`config.mk`:
```
export PLATFORM = sky130hd
export DESIGN_NAME = i2c_byte_rx
export DESIGN_NICKNAME = d
export VERILOG_FILES = /design/src/rtl/i2c_pkg.sv /design/src/rtl/sda_sync.sv /design/src/rtl/i2c_byte_rx.sv
export SDC_FILE = /design/constraint.sdc
export NUM_CORES = 1
export LEC_CHECK = 0
export CAP_MARGIN = 20
export CORE_MARGIN = 8
export CORE_UTILIZATION = 40
export CTS_CLUSTER_DIAMETER = 50
export DETAILED_ROUTE_END_ITERATION = 16
export PLACE_DENSITY = 0.72
export SLEW_MARGIN = 20
export SYNTH_ARGS = -nofsm -noshare
export SYNTH_HDL_FRONTEND = slang
export SYNTH_SLANG_ARGS = --single-unit
```
`constraint.sdc`:
```
create_clock -name clk -period 1.48 [get_ports clk]
set_clock_uncertainty 0.2 [all_clocks]
set_input_delay 0.296 -clock clk [delete_from_list [all_inputs] [get_ports clk]]
set_output_delay 0.296 -clock clk [all_outputs]
set_load 0.02 [all_outputs]
```
`src/rtl/i2c_pkg.sv`:
```
// rtl/i2c_pkg.sv - shared constants and FSM state encoding for the I2C byte receiver
package i2c_pkg;

  localparam int BYTE_BITS  = 8;
  localparam int SYNC_DEPTH = 3;

  typedef logic [2:0] state_t;

  localparam state_t ST_IDLE       = 3'd0;
  localparam state_t ST_RX_BITS    = 3'd1;
  localparam state_t ST_ACK_DRIVE  = 3'd2;
  localparam state_t ST_ACK_HOLD   = 3'd3;
  localparam state_t ST_ADDR_CHECK = 3'd4;

endpackage

```
`src/rtl/sda_sync.sv`:
```
// rtl/sda_sync.sv - flop-chain synchronizer for the asynchronous SDA line, resets to the idle-high level
module sda_sync #(
  parameter int DEPTH = 3
) (
  input  logic clk,
  input  logic n_rst,
  input  logic d,
  output logic q
);

  logic [DEPTH-1:0] sync_q;
  logic [DEPTH-1:0] sync_d;

  always_comb begin
    sync_d = {sync_q[DEPTH-2:0], d};
  end

  always_ff @(posedge clk) begin
    if (!n_rst) begin
      sync_q <= '1;
    end else begin
      sync_q <= sync_d;
    end
  end

  assign q = sync_q[DEPTH-1];

endmodule

```
`src/rtl/i2c_byte_rx.sv`:
```
// rtl/i2c_byte_rx.sv - I2C slave byte receiver with ACK/NACK generation
// Optional address filtering of the first byte after START: I2C_RX_ADDR_FILTER_EN
module i2c_byte_rx
  import i2c_pkg::*;
#(
  parameter logic [6:0] SLAVE_ADDR = 7'h3C
) (
  input  logic                 clk,
  input  logic                 n_rst,
  input  logic                 sda_in,
  input  logic                 rising_edge_found,
  input  logic                 falling_edge_found,
  input  logic                 rx_read,
  input  logic                 ack_enable,
  output logic [BYTE_BITS-1:0] rx_data,
  output logic                 rx_valid,
  output logic                 rx_full,
  output logic                 rx_overrun,
  output logic                 start_found,
  output logic                 stop_found,
  output logic                 sda_drive_low,
  output logic                 busy
);

  logic                 sda_s;
  logic                 sda_prev_q, sda_prev_d;
  logic                 scl_q, scl_d;
  state_t               state_q, state_d;
  logic [2:0]           bit_cnt_q, bit_cnt_d;
  logic [BYTE_BITS-1:0] shift_q, shift_d;
  logic [BYTE_BITS-1:0] rx_data_q, rx_data_d;
  logic                 rx_valid_q, rx_valid_d;
  logic                 rx_full_q, rx_full_d;
  logic                 rx_overrun_q, rx_overrun_d;
  logic                 start_found_q, start_found_d;
  logic                 stop_found_q, stop_found_d;
  logic                 drive_q, drive_d;
  logic                 start_det, stop_det;

  sda_sync #(.DEPTH(SYNC_DEPTH)) u_sda_sync (
    .clk   (clk),
    .n_rst (n_rst),
    .d     (sda_in),
    .q     (sda_s)
  );

  // SDA transitions while SCL is high are bus conditions, never data.
  assign start_det = scl_q &  sda_prev_q & ~sda_s;
  assign stop_det  = scl_q & ~sda_prev_q &  sda_s;

`ifdef I2C_RX_ADDR_FILTER_EN
  logic first_q, first_d;
`else
  logic unused_slave_addr;
  assign unused_slave_addr = ^SLAVE_ADDR;
`endif

  always_comb begin
    sda_prev_d    = sda_s;
    scl_d         = scl_q;
    state_d       = state_q;
    bit_cnt_d     = bit_cnt_q;
    shift_d       = shift_q;
    rx_data_d     = rx_data_q;
    rx_valid_d    = 1'b0;
    rx_full_d     = rx_full_q;
    rx_overrun_d  = rx_overrun_q;
    start_found_d = start_det;
    stop_found_d  = stop_det;
    drive_d       = drive_q;
`ifdef I2C_RX_ADDR_FILTER_EN
    first_d       = first_q;
`endif

    if (rising_edge_found) begin
      scl_d = 1'b1;
    end else if (falling_edge_found) begin
      scl_d = 1'b0;
    end

    if (rx_read) begin
      rx_full_d = 1'b0;
    end

    if (start_det) begin
      state_d      = ST_RX_BITS;
      bit_cnt_d    = '0;
      shift_d      = '0;
      rx_overrun_d = 1'b0;
      drive_d      = 1'b0;
`ifdef I2C_RX_ADDR_FILTER_EN
      first_d      = 1'b1;
`endif
    end else if (stop_det) begin
      state_d = ST_IDLE;
      drive_d = 1'b0;
    end else begin
      case (state_q)
        ST_RX_BITS: begin
          if (rising_edge_found) begin
            shift_d   = {shift_q[BYTE_BITS-2:0], sda_s};
            bit_cnt_d = bit_cnt_q + 3'd1;
            if (bit_cnt_q == 3'(BYTE_BITS - 1)) begin
`ifdef I2C_RX_ADDR_FILTER_EN
              if (first_q) begin
                state_d = ST_ADDR_CHECK;
              end else
`endif
              begin
                // A load always wins over a same-cycle rx_read.
                rx_data_d  = shift_d;
                rx_valid_d = 1'b1;
                rx_full_d  = 1'b1;
                if (rx_full_q) begin
                  rx_overrun_d = 1'b1;
                end
                state_d = ST_ACK_DRIVE;
              end
            end
          end
        end
`ifdef I2C_RX_ADDR_FILTER_EN
        ST_ADDR_CHECK: begin
          first_d = 1'b0;
          state_d = (shift_q[7:1] == SLAVE_ADDR) ? ST_ACK_DRIVE : ST_IDLE;
        end
`endif
        ST_ACK_DRIVE: begin
          if (falling_edge_found) begin
            drive_d = ack_enable & ~rx_overrun_q;
            state_d = ST_ACK_HOLD;
          end
        end
        ST_ACK_HOLD: begin
          if (falling_edge_found) begin
            drive_d   = 1'b0;
            bit_cnt_d = '0;
            state_d   = ST_RX_BITS;
          end
        end
        default: begin
        end
      endcase
    end
  end

  always_ff @(posedge clk) begin
    if (!n_rst) begin
      sda_prev_q    <= 1'b1;
      scl_q         <= 1'b1;
      state_q       <= ST_IDLE;
      bit_cnt_q     <= '0;
      shift_q       <= '0;
      rx_data_q     <= '0;
      rx_valid_q    <= 1'b0;
      rx_full_q     <= 1'b0;
      rx_overrun_q  <= 1'b0;
      start_found_q <= 1'b0;
      stop_found_q  <= 1'b0;
      drive_q       <= 1'b0;
`ifdef I2C_RX_ADDR_FILTER_EN
      first_q       <= 1'b0;
`endif
    end else begin
      sda_prev_q    <= sda_prev_d;
      scl_q         <= scl_d;
      state_q       <= state_d;
      bit_cnt_q     <= bit_cnt_d;
      shift_q       <= shift_d;
      rx_data_q     <= rx_data_d;
      rx_valid_q    <= rx_valid_d;
      rx_full_q     <= rx_full_d;
      rx_overrun_q  <= rx_overrun_d;
      start_found_q <= start_found_d;
      stop_found_q  <= stop_found_d;
      drive_q       <= drive_d;
`ifdef I2C_RX_ADDR_FILTER_EN
      first_q       <= first_d;
`endif
    end
  end

  assign rx_data       = rx_data_q;
  assign rx_valid      = rx_valid_q;
  assign rx_full       = rx_full_q;
  assign rx_overrun    = rx_overrun_q;
  assign start_found   = start_found_q;
  assign stop_found    = stop_found_q;
  assign sda_drive_low = drive_q;
  assign busy          = (state_q != ST_IDLE);

endmodule

```
==> results.md, run 1 <==
- H-Tree Depth: 2
- Total power: 1.515 mW
- Die Wd: ~73 um
- Top cell type's share of synthesized area: 47.51%
- Synth cell types: 33
- Total Routed Length: roughly 2900 um
- Clock Path Buffers: 2
- Period utilization: 103.1%
- Num Clock Sinks: 31
- CP arrival: 1030 ps
- Combinational share of power: under 10%
- Slew headroom: approximately four fifths
- Hold_ws: between 200 and 250 ps
- Final Max Slew Viols: 0
- Fraction of layout cells with a size suffix above 1: 33.33%
- Area leader, netlist: dfxtp_1
- Final Net Count: roughly 190
- Post-Place Cells: 209
- Largest net degree at the start of global routing: 18
- Sequential power share: a little under three fifths
- EDFF count, synth: 0
- GR Util All Layers: 11.54%
- Async SR Flop Fraction: 0%
- Worst-path clk slew: approximately 90 ps
- Pwr dens: about 840 mW/mm2
- Routability cong.: ~0.74
- Antenna-violating nets left: 0
- First-pass GRT wire length: slightly below 5000 um
- Commonest non-fill, non-tap cell in the layout: dfxtp_1
- Vias: approximately 1100
- Area contributors post-synth: dfxtp_1, mux2i_1, nand2_1
- Mean Syn Cell Area: about 9.6 um2
- Area after DPL: ~0.0017 mm2
- Syn nets: roughly 150
- Status: finished, violations left
- I/O Buffers: 21
- Initial antenna violation count: 0
- Post-Synthesis Cells: around 140
- Fin worst setup slack: -45.52 ps
- Root Buffer: clkbuf_4
- Post-Syn Area: roughly 0.0013 mm2
- Post-synth top flop: dfxtp_1
- Slew of the pin with the lowest slew margin: ~310 ps
- Filler-free cell count of the finished design: approximately 220
- Final Hold Viols: 0
- Util after Layout: ~60%
- R2R depth: 6
- Detail Placement HPWL: roughly 2100 um
- FF+latch count, synth: 31
- Clock Latency Late Sink: roughly 330 ps
- Starting Density: a little over two fifths
- Total of max-cap violations: 0
- Sw frac: between 20% and 30%
- Critical path class: reg2out
- Core Box Area: just over 0.003 mm2
- Routed length per instance: 12.98 um
- Num rows: 20
- Yosys warns: 0
- Crit path from: state_q[1]$_SDFFE_PP0P_
- Place WS: -357.2 ps
- # setup viols final: 10
- Net Sw Power: ~0.34 mW
- Lkg Pwr: roughly 0.7 nW
- DRC Markers: 0
- Max Fclk: around 660 MHz
- 1st-pass router iterations: 4
- Antenna cells: 0
- RSZ-0062 raised after global routing: true
- Die footprint: 0.005350 mm2
- Vias in the first global route: 1108
- FF-to-FF Start: bit_cnt_q[1]$_SDFFE_PP0P_
- Reg2reg setup slack: -40 ps
- Worst VDD drop: 0.5061 mV
- CTS Buf Count: 5
- Vias per std cell: just under 5
- Design Area, Final: roughly 0.0018 mm2
- CP Launch Type: flop
- Fillcell total: roughly 280
- Most frequent cells in the layout: dfxtp_1, nand2_1, buf_4
- Fin crit period: between 1500 and 2000 ps
- Worst Setup EP: busy
- Crit Path Max Fanout: 2
- Failing checks: setup timing
- Number of I/O pins: 22
- Gr ovfl total: 0
- Seq/Total Area, Yosys: 47.51%
- CP Capture Type: output pin
- Pint: about 1.2 mW
- TNS Setup: -296.1 ps
- HP Class: reg2reg
- Die H: roughly 73 um
- Drt first-iter violations: 47
- Clock network power share: between 30% and 40%
- FF-to-FF End: rx_data[0]$_SDFFE_PN0P_
- Area Growth Syn to Fin: 38.22%
- Worst EP required: around 980 ps
- CTS tree: done
[power groups by stage]
stage | clock network (mW) | logic, mW | registers, mW
global placement | 0 | 0.0958 | 0.866
detailed placement | 0 | 0.0983 | 0.867
floorplan | 0 | 0.0461 | 0.866
global route | 0.610 | 0.109 | 0.849
CTS | 0.577 | 0.0976 | 0.848
finish | 0.567 | 0.100 | 0.848
[repair_timing]
item,in CTS,in global routing
pin swaps,2,3
gates cloned,0,0
hold endpoints to repair,0,0
buffers inserted,2,2
resized for setup,44,20
hold buffers,0,0
setup endpoints to repair,24,28
[registers in the layout, summed over array words and instances (netlist names)]
register           flops
rx_data                8
shift_q                7
bit_cnt_q              3
u_sda_sync.sync_q      3
state_q                2
rx_full                1
rx_overrun             1
rx_valid               1
scl_q                  1
sda_drive_low          1
sda_prev_q             1
start_found            1
stop_found             1
[per-layer routing]
| layer | wire [um] | global-route usage (%) | up-vias |
|---|---|---|---|
| met3 | 178 | 4.945 | 5 |
| li1 | - | - | 547 |
| met5 | 0 | 0 | - |
| met4 | 37 | 4.667 | 0 |
| met2 | 1452 | 20.56 | 20 |
| met1 | 1199 | 11.42 | 512 |
[critical path, stage by stage (launching register included)]
cell	delay, ps
dfxtp_2	340
or2_4	240
buf_6	130
[synth_stat cells, types with 2 or more instances]
cell / number
nand2b_1: 6
buf_2: 2
nand3b_1: 4
dfxtp_1: 31
a21oi_1: 9
nand4b_1: 2
clkbuf_1: 2
nor2_1: 5
buf_6: 2
nand2_1: 23
nand3_1: 11
ha_1: 3
mux2i_1: 11
o21ai_0: 6
[layout make-up]
cell class	count	area (um2)	share of cell area, %
Sequential cell	31	625.6	34.65
Timing Repair Buffer	41	375.4	20.79
Multi-Input combinational cell	97	680.7	37.70
Tap cell	44	55.05	3.049
Clock buffer	8	68.82	3.812
[cells by family after synthesis]
| family | count (synthesis) | synth area share (%) |
|---|---|---|
| AOI/OAI and AO/OA | 20 | 9.484 |
| and+or+nand+nor | 61 | 25.96 |
| xor gates and xnor gates | 1 | 0.6706 |
| DFF | 31 | 47.51 |
| buffers and inverters | 8 | 3.927 |
| muxes | 12 | 9.579 |
| adders and majority gates | 3 | 2.874 |
[worst min path at each step]
stage,from,to,slack (ps),cells after the start
floorplan,u_sda_sync.sync_q[0]$_SDFF_PN1_,u_sda_sync.sync_q[1]$_SDFF_PN1_,190,1
global placement,u_sda_sync.sync_q[1]$_SDFF_PN1_,u_sda_sync.sync_q[2]$_SDFF_PN1_,190,1
detailed placement,u_sda_sync.sync_q[0]$_SDFF_PN1_,u_sda_sync.sync_q[1]$_SDFF_PN1_,200,1
CTS,u_sda_sync.sync_q[1]$_SDFF_PN1_,u_sda_sync.sync_q[2]$_SDFF_PN1_,230,1
global route,u_sda_sync.sync_q[0]$_SDFF_PN1_,u_sda_sync.sync_q[1]$_SDFF_PN1_,240,1
finish,u_sda_sync.sync_q[0]$_SDFF_PN1_,u_sda_sync.sync_q[1]$_SDFF_PN1_,220,1
Note: power is estimated with default switching activity, not from simulation.
==> run 2: changes to the inputs <==
- CTS_CLUSTER_DIAMETER: 50 -> 80
==> results of run 2 <==
The final DEF is identical to that of run 1; final timing and power are the same.
